## src/rtl/lif_pkg.sv

```systemverilog
// Shared constants for the LIF neuron tile and its host-side stream loader.
package lif_pkg;

  localparam logic [7:0] LIF_INIT_THRESHOLD = 8'd4;
  localparam logic       LIF_WEIGHT_RESET   = 1'b0;

  typedef enum logic [2:0] {
    LD_IDLE   = 3'd0,
    LD_LOAD_W = 3'd1,
    LD_LOAD_X = 3'd2,
    LD_RUN    = 3'd3,
    LD_DONE   = 3'd4
  } lif_ld_state_t;

  // Vectors of 8 bits or fewer still need one whole beat.
  function automatic int lif_bytes(input int n_stages);
    int inputs;
    inputs = 1 << n_stages;
    return (inputs > 8) ? (inputs / 8) : 1;
  endfunction

endpackage

```

## src/rtl/lif_beat_serializer.sv

```systemverilog
// MSB-first byte serializer: holds one vector and presents it as 8-bit beats.
module lif_beat_serializer
  import lif_pkg::*;
#(
  parameter  int N_STAGES = 4,
  localparam int INPUTS   = 2 ** N_STAGES
) (
  input  logic              clk,
  input  logic              reset,
  input  logic              load,
  input  logic              shift,
  input  logic [INPUTS-1:0] vec,
  output logic [7:0]        data,
  output logic              last
);

  localparam int BYTES = lif_bytes(N_STAGES);
  localparam int W     = BYTES * 8;
  localparam int IW    = (BYTES > 1) ? $clog2(BYTES) : 1;

  logic [W-1:0]  sh_r;
  logic [IW-1:0] idx_r;

  // Load zero-extends narrow vectors so they sit in the low bits of the single beat.
  always_ff @(posedge clk) begin
    if (reset) begin
      sh_r  <= '0;
      idx_r <= '0;
    end else if (load) begin
      sh_r  <= W'(vec);
      idx_r <= '0;
    end else if (shift) begin
      sh_r  <= sh_r << 8;
      idx_r <= idx_r + 1'b1;
    end else begin
      sh_r  <= sh_r;
      idx_r <= idx_r;
    end
  end

  assign data = sh_r[W-1 -: 8];
  assign last = (idx_r == IW'(BYTES - 1));

endmodule

```

## src/rtl/lif_stream_loader.sv

```systemverilog
// Streams weight/input vectors into the LIF tile, runs it, and counts its spikes.
module lif_stream_loader
  import lif_pkg::*;
#(
  parameter  int N_STAGES = 4,
  parameter  int RUN_W    = 8,
  localparam int INPUTS   = 2 ** N_STAGES
) (
  input  logic              clk,
  input  logic              reset,
  input  logic              start,
  input  logic              load_weights,
  input  logic [INPUTS-1:0] w_in,
  input  logic [INPUTS-1:0] x_in,
  input  logic [RUN_W-1:0]  run_cycles,
  input  logic              spike_in,
  output logic [7:0]        data_out,
  output logic              sel_weights,
  output logic              ctl_run,
  output logic              busy,
  output logic              done,
  output logic [RUN_W-1:0]  spike_count
);

  lif_ld_state_t     state_r;
  logic [INPUTS-1:0] x_r;
  logic [RUN_W-1:0]  rc_r;
  logic [RUN_W-1:0]  run_cnt_r;
  logic [RUN_W-1:0]  spike_count_r;

  logic              ser_load_s;
  logic              ser_shift_s;
  logic [INPUTS-1:0] ser_vec_s;
  logic [7:0]        ser_data_s;
  logic              ser_last_s;

  // Serializer gets weights-or-inputs at accept, and the captured inputs after the last weight beat.
  always_comb begin
    ser_load_s  = 1'b0;
    ser_shift_s = 1'b0;
    ser_vec_s   = x_r;
    case (state_r)
      LD_IDLE: begin
        ser_load_s = start;
        ser_vec_s  = load_weights ? w_in : x_in;
      end
      LD_LOAD_W: begin
        ser_load_s  = ser_last_s;
        ser_shift_s = ~ser_last_s;
      end
      LD_LOAD_X: begin
        ser_shift_s = ~ser_last_s;
      end
      default: begin
        ser_load_s  = 1'b0;
        ser_shift_s = 1'b0;
      end
    endcase
  end

  lif_beat_serializer #(.N_STAGES(N_STAGES)) u_ser (
    .clk   (clk),
    .reset (reset),
    .load  (ser_load_s),
    .shift (ser_shift_s),
    .vec   (ser_vec_s),
    .data  (ser_data_s),
    .last  (ser_last_s)
  );

  // Transaction FSM with run-length and spike counters.
  always_ff @(posedge clk) begin
    if (reset) begin
      state_r       <= LD_IDLE;
      x_r           <= '0;
      rc_r          <= '0;
      run_cnt_r     <= '0;
      spike_count_r <= '0;
    end else begin
      case (state_r)
        LD_IDLE: begin
          if (start) begin
            x_r           <= x_in;
            rc_r          <= run_cycles;
            run_cnt_r     <= '0;
            spike_count_r <= '0;
            state_r       <= load_weights ? LD_LOAD_W : LD_LOAD_X;
          end
        end
        LD_LOAD_W: begin
          if (ser_last_s) state_r <= LD_LOAD_X;
        end
        LD_LOAD_X: begin
          if (ser_last_s) state_r <= (rc_r == '0) ? LD_DONE : LD_RUN;
        end
        LD_RUN: begin
          if (spike_in) spike_count_r <= spike_count_r + 1'b1;
          run_cnt_r <= run_cnt_r + 1'b1;
          if (run_cnt_r == rc_r - 1'b1) state_r <= LD_DONE;
        end
        LD_DONE: begin
          state_r <= LD_IDLE;
        end
        default: begin
          state_r <= LD_IDLE;
        end
      endcase
    end
  end

  // Moore output decode; idle keeps the neuron in run mode so nothing stray shifts in.
  always_comb begin
    data_out    = 8'h00;
    sel_weights = 1'b0;
    ctl_run     = 1'b1;
    busy        = 1'b1;
    done        = 1'b0;
    case (state_r)
      LD_IDLE: begin
        busy = 1'b0;
      end
      LD_LOAD_W: begin
        data_out    = ser_data_s;
        sel_weights = 1'b1;
        ctl_run     = 1'b0;
      end
      LD_LOAD_X: begin
        data_out = ser_data_s;
        ctl_run  = 1'b0;
      end
      LD_RUN: begin
        ctl_run = 1'b1;
      end
      LD_DONE: begin
        done = 1'b1;
      end
      default: begin
        busy = 1'b0;
      end
    endcase
  end

  assign spike_count = spike_count_r;

endmodule
```

## config.mk

```make
export PLATFORM = sky130hd
export DESIGN_NAME = lif_stream_loader
export DESIGN_NICKNAME = d
export VERILOG_FILES = /design/src/rtl/lif_pkg.sv /design/src/rtl/lif_beat_serializer.sv /design/src/rtl/lif_stream_loader.sv
export SDC_FILE = /design/constraint.sdc
export NUM_CORES = 1
export LEC_CHECK = 0
export CAP_MARGIN = 10
export CORE_MARGIN = 5
export CORE_UTILIZATION = 55
export CTS_CLUSTER_DIAMETER = 30
export CTS_CLUSTER_SIZE = 16
export DETAILED_ROUTE_END_ITERATION = 10
export GPL_TIMING_DRIVEN = 0
export PLACE_DENSITY = 0.84
export SYNTH_ARGS = -nofsm -noshare
export SYNTH_HDL_FRONTEND = slang
export SYNTH_SLANG_ARGS = --single-unit
```

## constraint.sdc

```tcl
create_clock -name clk -period 3.6 [get_ports clk]
set_input_delay 0.72 -clock clk [delete_from_list [all_inputs] [get_ports clk]]
set_output_delay 0.72 -clock clk [all_outputs]
set_load 0.03 [all_outputs]
```

# Word-level counts from Yosys, hierarchy flattened
# Cells that the tools add are included.
[totals]
reg_bits = 60
in_bits = 45
wordCells = 55
[op_classes]
add_sub_neg = 4
eq_ne = 10
mux = 22
n_bitwise = 1
reduce_logical = 11
[ops]
columns = ["operator", "n"]
rows = [
  ["$mux 16", 4],
  ["$pmux 8 s2", 2],
  ["$mux 8", 3],
  ["$add 8x1->8 const B", 2],
  ["$mux 3", 5],
  ["$pmux 3 s4", 1],
  ["$eq 8x8->1", 1],
  ["$logic_not 8->1", 1],
  ["$sub 8x1->8 const B", 1],
  ["$eq 3x2->1 const B", 2],
  ["$ne 2x2->1 const B", 3],
  ["$mux 1", 5],
  ["$ne 2x1->1 const B", 2],
  ["$reduce_and 2->1", 2],
  ["$reduce_and 4->1", 1],
  ["$reduce_bool 2->1", 2],
  ["$reduce_or 2->1", 2],
  ["$reduce_or 4->1", 1],
  ["$eq 3x1->1 const B", 1],
  ["$eq 3x3->1 const B", 1],
  ["$logic_not 3->1", 1],
  ["$reduce_and 3->1", 1],
  ["$mux 2", 1],
  ["$pmux 1 s2", 1],
  ["2 further kinds", 2],
]

# Logic depth before layout (Yosys ltp)
# Gate-level depths: netlist (run 1).
[logic_depth]
ltp_word = 5
depth_mapped = 8
mapped_depth_nobuf = 8

# Modules after synthesis
# Synthesis (run 1) repeated with hierarchy kept, for this count alone.
[hier_totals]
hier_cells = 410
area_unflattened_um2 = 3241.9
[by_module_without_submodules]
columns = ["mod", "n_inst", "cells_per_inst", "area_per_inst_um2", "seq_area_each_um2"]
rows = [
  ["lif_stream_loader", 1, 329, 2466.1, 860.8],
  ["lif_beat_serializer", 1, 81, 775.7, 340.3],
]

# Least setup slack after synthesis (run 1)
# OpenSTA, ideal clock, no wires.
[synth_path]
path_type = "input -> register"
from = "in load_weights"
to = "reg u_ser.sh_r[2]"
setup_time_ns = 0.128
t_arrival_ns = 2.046
slack_ns = 1.427
stages = 6
n_path_buf = 2
cell_sequence = "clkbuf_1 -> buf_1 -> mux2i_1 -> a211oi_1 -> a31oi_1 -> nor2_1"
[synth_between]
elab_chain_len = 3
[synth_rtl]
columns = ["item", "line_no", "rtl"]
rows = [
  ["from (decl)", "lif_stream_loader.sv:12", "input logic load_weights,"],
  ["$mux 16", "lif_stream_loader.sv:45", "ser_vec_s = load_weights ? w_in : x_in;"],
  ["$mux 16", "lif_stream_loader.sv:42", "case (state_r)"],
  ["$mux 16", "lif_beat_serializer.sv:29", "end else if (load) begin"],
  ["to (signal assigned)", "lif_beat_serializer.sv:30", "sh_r <= W'(vec);"],
  ["to (signal assigned)", "lif_beat_serializer.sv:33", "sh_r <= sh_r << 8;"],
  ["to (signal assigned)", "lif_beat_serializer.sv:36", "sh_r <= sh_r;"],
  ["to (decl)", "lif_beat_serializer.sv:21", "logic [W-1:0] sh_r;"],
]
# No other way between the ends.
# A chain may end at the register's enable or synchronous reset.

# Final worst setup path (run 1)
[layout_path]
from = "reg state_r[1]"
to = "out busy"
[layout_between]
elab_chain_len = 3
elab_cells_between_ends = 6
cone_classes = "eq/ne (4); mux (1); reduce/logical (1)"
[layout_rtl]
columns = ["item", "line_no", "rtl"]
rows = [
  ["from (decl)", "lif_stream_loader.sv:25", "lif_ld_state_t state_r;"],
  ["from (signal assigned)", "lif_stream_loader.sv:87", "state_r <= load_weights ? LD_LOAD_W : LD_LOAD_X;"],
  ["from (signal assigned)", "lif_stream_loader.sv:94", "if (ser_last_s) state_r <= (rc_r == '0) ? LD_DONE : LD_RUN;"],
  ["$eq 3x3->1, or another cell as far along", "lif_stream_loader.sv:118", "case (state_r)"],
  ["$reduce_or 4->1 (no line) *", "--", ""],
  ["$mux 1 *", "lif_stream_loader.sv:118", ""],
  ["to (decl)", "lif_stream_loader.sv:20", "output logic busy,"],
]
# Mark *: on every way between the ends. The rest lies on a longest branch, timed or not.

==> flow_summary_export.csv, run 1 <==
group,metric,value,unit
finish,stdcell_area,4060,µm²
synth,ys_top_cells_by_area,"dfxtp_1 38%, nand2_1 7.7%, mux2i_1 7.4%, a21oi_1 6.7%, nor2_1 6.6%",
clocking,clk_pin_slew_worst_paths,0.07,ns
setup_path,critPathArrivalTime,2.52,ns
global_route,grtUsageTotal,23.3,%
sta,worstMarginPinSlew,0.862,ns
finish,syn_to_final_growth,30.0,%
sta,fmax,0.309,GHz
status,status,"complete, no violations",
clocking,cts_buffer_depth,2,
sta,fin_crit_sh,90.0,%
synth,synthCells,395,
worst_hold_path,hold_path_depth,2,
clocking,cts_tree,"yes",
finish,antenna_cells,0,
synth,ys.flop_type,"dfxtp_1",
global_route,antenna_found_initial,0,
sta,setup_violations,0,
pwr,p_comb_share,49.3,%
setup_path,reg2reg_depth,6,
place,placed_cells_incl_taps,530,
setup_path,cp-end-kind,"primary output",
clocking,cts_made_buffers,9,
sta,whs,0.457,ns
routing,drt.antenna.violating_nets,0,
routing,vias_per_cell,5.80,
floorplan,die_h,85.3,µm
setup_path,path_buf_inv,3,
clocking,clkLatencyLatePin,0.36,ns
floorplan,ioPinCount,65,
clocking,clkSinkCount,60,
clocking,cts_resized,0,
floorplan,core,5510,µm²
sta,max-slew-margin-rel,42.1,%
synth,mappedNetlistNets,444,
pwr,clock_power_share,21.6,%
run,max_cap_violations,0,
synth,synth_enable_flop_cells,0,
finish,fillers,446,
pwr,ir_drop,0.000443,V
setup_path,critPathMaxFanout,10,
routing,wl_per_cell,15.4,µm
finish,seq_area,1200,µm²
synth,async_reset_ff_share,0,%
global_route,grt_max_degree,12,
synth,synth-seq-cells,60,
sta,slew_violations,0,
synth,yosysTopAreaCellShare,38.5,%
setup_path,crit_chain,"buf_2 -> nor3_2 -> clkbuf_1 -> nor2_1 -> clkdlybuf4s50_1",
sta,finalHoldViolCount,0,
floorplan,num_rows,27,
finish,multi_input_area,1790,µm²
place,place_hpwl,6190,µm
finish,stdcell_count,546,
setup_path,max_stage_delay,0.62,ns
pwr,p_sw,1.35,mW
synth,yosysWarnings,0,
routing,drtPass1Iterations,5,
routing,via_count,3167,
synth,synth.avg_cell_area,7.90,µm²
setup_path,critical_path_class,"register to primary output",
synth,synth_top_cell_by_area,"dfxtp_1",
sta,rsz0062_at_grt,"no",
place,placed_area,3840,µm²
floorplan,start_util,56.7,%
global_route,grt_pass1_wl,13700,µm
synth,syn_area,3120,µm²
synth,synth.most_common_cell,"nand2_1",
setup_path,cp-start-kind,"register",
clocking,cts_hold_buf,0,
sta,finalSetupTns,0,ns
sta,fin_crit,3.24,ns
pwr,p_leak,1.56,nW
synth,synth_common_cells,"64 x nand2_1, 60 x dfxtp_1, 55 x nor2_1",
pwr,p_per_area,775,nW/µm²
finish,fin_nets,518,
setup_path,critPathTopFamily,"buffers and inverters",
clocking,cts_setup_buffers,0,
routing,drc_errors,0,
pwr,pwr-share-seq,29.1,%
finish,drive_gt1_share,6.33,%
synth,synth-seq-area-share,38.5,%
floorplan,dieArea,7280,µm²
setup_path,required,2.88,ns
routing,drt-total-wl,8430,µm
sta,skew,0.0125,ns
global_route,grt_pass1_vias,2959,
global_route,grt_overflow,0,
setup_path,path_depth,5,
synth,synth_cell_type_count,48,
worst_hold_path,hp-class,"register to register",
clocking,cts-root-buf,"clkbuf_8",
routing,drt_iter0_drc,257,
floorplan,die_x,85.3,µm
place,gp_congestion,0.915,
place,placement.io_buffers,63,
clocking,cts-htree-levels,3,
pwr,netSwitchingFraction,43.0,%
pwr,p_int,1.79,mW
setup_path,cp_slowest_cell,"clkdlybuf4s50_1",
area by class of cell:
type / instances / area share (%)
plain buffers: 26 / 2.56
clock buffers: 10 / 3.15
clock inverters: 6 / 2.19
inverters: 7 / 0.648
multi-input cells: 302 / 44.1
flip-flops and latches: 60 / 29.6
well taps: 72 / 2.22
repair buffers: 63 / 15.5
power by group through the flow:
stage | Clock (mW) | Combinational, mW | Sequential (mW)
after floorplan | 0 | 1.10 | 0.897
after global placement | 0 | 1.49 | 0.921
after detailed placement | 0 | 1.53 | 0.926
after CTS | 0.678 | 1.54 | 0.912
after global routing | 0.710 | 1.70 | 0.935
final | 0.679 | 1.55 | 0.916
flip-flops by register name (all words and copies together) (netlist names):
name,flops
x_r,16
spike_count,8
u_ser.sh_r,16
u_ser.last,1
run_cnt_r,8
rc_r,8
state_r,3
through the flow:
stage	utilization, %	worst slack (ns)	power (mW)
after floorplan	-	1.43	1.99
after global placement	69.8	0.772	2.41
after detailed placement	69.8	0.760	2.45
after CTS	73.7	0.387	3.13
after global routing	73.7	0.237	3.34
final	73.7	0.361	3.14
worst register-to-register path, delay by kind of cell, from the launching register on:
family | cells | cell delay (ns)
compound gates | 4 | 0.89
flops | 1 | 0.39
simple gates | 2 | 0.90
worst paths after layout:
check | slack [ns] | to | from
setup / recovery | 0.36 | busy | state_r[1]
hold / removal | 0.46 | x_r[4] | x_r[4]
setup reg to reg | 1.34 | state_r[0] | rc_r[2]
hold reg to reg | 0.46 | x_r[4] | x_r[4]
cell usage in the layout (no fill, tap or decap), drive strengths merged, types with 3 or more instances in the layout:
master / Yosys / routed
a31oi: 9 / 9
nor2: 55 / 55
ha: 4 / 4
nor3: 8 / 8
a21oi: 42 / 42
nand3: 8 / 8
clkdlybuf4s50: 0 / 63
and2: 9 / 9
nand2: 64 / 64
inv: 7 / 7
xnor2: 7 / 7
a311oi: 3 / 3
dfxtp: 60 / 60
mux2i: 23 / 23
buf: 4 / 4
a211oi: 15 / 15
mux2: 4 / 4
xor2: 9 / 9
o21ai: 6 / 6
nand4: 3 / 3
or3: 6 / 6
clkbuf: 22 / 32
cells by family after synthesis:
kind of cell	count (synthesis)	synth area share, %
XOR/XNOR	16	4.49
multiplexers	27	8.82
AO/OA/AOI/OAI	90	18.6
adder cells (fa/ha/maj)	4	1.60
flip-flops	60	38.5
AND/OR/NAND/NOR	165	23.8
buffers and inverters	33	4.17
per-layer routing:
layer	track usage (%)	vias to the layer above	routed length, µm
li1	-	1540	-
met1	28.8	1472	3620
met2	38.2	138	3930
met3	5.92	17	712
met4	10.1	0	164
met5	0	-	0
No activity file was read; power rests on OpenSTA's default activity.
==> run 2, diff against run 1 <==
- CTS_CLUSTER_DIAMETER: 30 -> 150
==> results of run 2 <==
No change in the layout: final DEF, timing and power equal those of run 1.
==> run 3, diff against run 2 <==
- CORE_UTILIZATION: 55 -> 30
- GPL_ROUTABILITY_DRIVEN: default -> 0
- PLACE_DENSITY: 0.84 -> 0.52
- clock period: 3.6 -> 2.8 ns (I/O delays scaled with it)
==> run 3 against run 2 <==
Cell count up 12%. Utilization fell by 33 points. Register-to-register slack lost 0.84 ns. Combinational power increased by 33%. Clock-buffer cell count unchanged. Clock skew barely moved. Die area up 72%. Routed wire length rose by 10%. Largest cell class unchanged.
==> flow_summary_export.csv, run 3 (same netlist as run 1, synthesis figures left out) <==
group,metric,value,unit
routing,drtPass1Iterations,4,
global_route,grt_busiest_layer,"met2",
routing,wl_per_cell,15.2,µm
global_route,grt_max_degree,12,
setup_path,critical_path_class,"register to primary output",
sta,fin_crit_sh,97.3,%
global_route,gr-usage-met3,4.95,%
floorplan,start_util,30.5,%
sta,skew,0.0128,ns
global_route,grtUsageTotal,15.3,%
finish,stdcell_count,610,
routing,via_count,3020,
setup_path,required,2.24,ns
global_route,met2_usage,24.7,%
sta,fmax,0.367,GHz
pwr,finalPower,4.01,mW
routing,drt_iter0_drc,177,
clocking,cts-root-buf,"clkbuf_8",
setup_path,cp-end-kind,"primary output",
floorplan,core,10200,µm²
finish,syn_to_final_growth,33.0,%
sta,setup_violations,0,
finish,antenna_cells,0,
sta,max-slew-margin-rel,40.8,%
sta,slew_violations,0,
global_route,grt_pass1_vias,3093,
floorplan,num_rows,37,
routing,drt.antenna.violating_nets,0,
sta,finalSetupTns,0,ns
clocking,cts-htree-levels,3,
setup_path,critPathArrivalTime,2.17,ns
clocking,cts_made_buffers,9,
worst_hold_path,hp-class,"register to register",
run,max_cap_violations,0,
sta,rsz0062_at_grt,"no",
sta,fin_crit,2.73,ns
clocking,cts_tree,"yes",
place,placement.io_buffers,63,
floorplan,dieArea,12500,µm²
clocking,clk_pin_slew_worst_paths,0.07,ns
pwr,p_leak,1.69,nW
global_route,grt_pass1_wl,15400,µm
global_route,antenna_found_initial,0,
place,placed_cells_incl_taps,594,
sta,finalHoldViolCount,0,
floorplan,die_h,112,µm
routing,drc_errors,0,
sta,worstMarginPinSlew,0.881,ns
finish,fin_nets,518,
routing,drt-total-wl,9290,µm
status,status,"complete, no violations",
clocking,clkSinkCount,60,
finish,layout_commonest_cell,"nand2_1",
finish,drive_gt1_share,6.96,%
clocking,cts_buffer_depth,2,
global_route,use_met1,19.9,%
floorplan,die_x,112,µm
setup_path,critPathMaxFanout,10,
floorplan,ioPinCount,65,
pwr,ir_drop,0.000362,V
pwr,p_per_area,967,nW/µm²
place,place_hpwl,7010,µm
routing,vias_per_cell,4.95,
clocking,clkLatencyLatePin,0.35,ns
finish,top_regs,"u_ser.sh_r x16, x_r x16",
setup_path,cp-start-kind,"register",
global_route,grt_overflow,0,
finish,final_cell_mix,"64 x nand2_1, 60 x dfxtp_1, 55 x clkdlybuf4s50_1",
==> run 3: final timing paths <==
check	startpoint	endpoint	slack (ns)	cells after the start
setup / recovery	state_r[2]	busy	0.07	4
hold / removal	x_r[1]	x_r[1]	0.46	2
setup reg to reg	state_r[0]	u_ser.sh_r[8]	0.50	7
hold reg to reg	x_r[1]	x_r[1]	0.46	2
==> run 3: stage by stage <==
step / setup WS (ns) / area, µm² / util, % / hold slack, ns
detailed placement: -0.00918 / 3920 / 38.3 / 0.447
finish: 0.0743 / 4150 / 40.6 / 0.458
CTS: 0.0252 / 4130 / 40.4 / 0.457
floorplan: 0.742 / 3120 / - / 0.437
global route: 0.0229 / 4150 / 40.6 / 0.480
global placement: 0.00208 / 3920 / 38.3 / 0.443
==> run 3: power breakdown <==
part	switching (mW)	leakage [nW]	internal, mW
clock	0.362	0.0962	0.411
combinational	1.29	1.11	0.769
sequential	0.128	0.491	1.05
==> run 3: final cells by class <==
cell class                      count  area [µm²]
Buffer                             25         101
Clock buffer                       10         128
Clock inverter                      6        65.1
Fill cell                        1069        6080
Inverter                            7        26.3
Multi-Input combinational cell    302        1800
Sequential cell                    60        1200
Tap cell                          136         170
Timing Repair Buffer               64         654
==> run 3: critical path: stages (launching register included) <==
cell and delay (ns):
dfxtp_1 0.57, nor3_4 0.10, clkbuf_2 0.24, nor2_1 0.21
clkdlybuf4s50_1 0.70
==> run 3: layer usage <==
| metal | vias to the layer above | share of wire [%] | routed length (µm) |
|---|---|---|---|
| met5 | - | 0 | 0 |
| met4 | 0 | 1.2 | 112 |
| met3 | 9 | 5.7 | 525 |
| met2 | 74 | 47 | 4320 |
| met1 | 1402 | 47 | 4330 |
| li1 | 1535 | - | - |
==> run 3: what timing repair did <==
item | CTS | global route
endpoints found under the setup margin | 10 | 7
buffers inserted | 1 | 0
pin swaps | 1 | 0
hold buffers | 0 | 0
resized for setup | 5 | 7
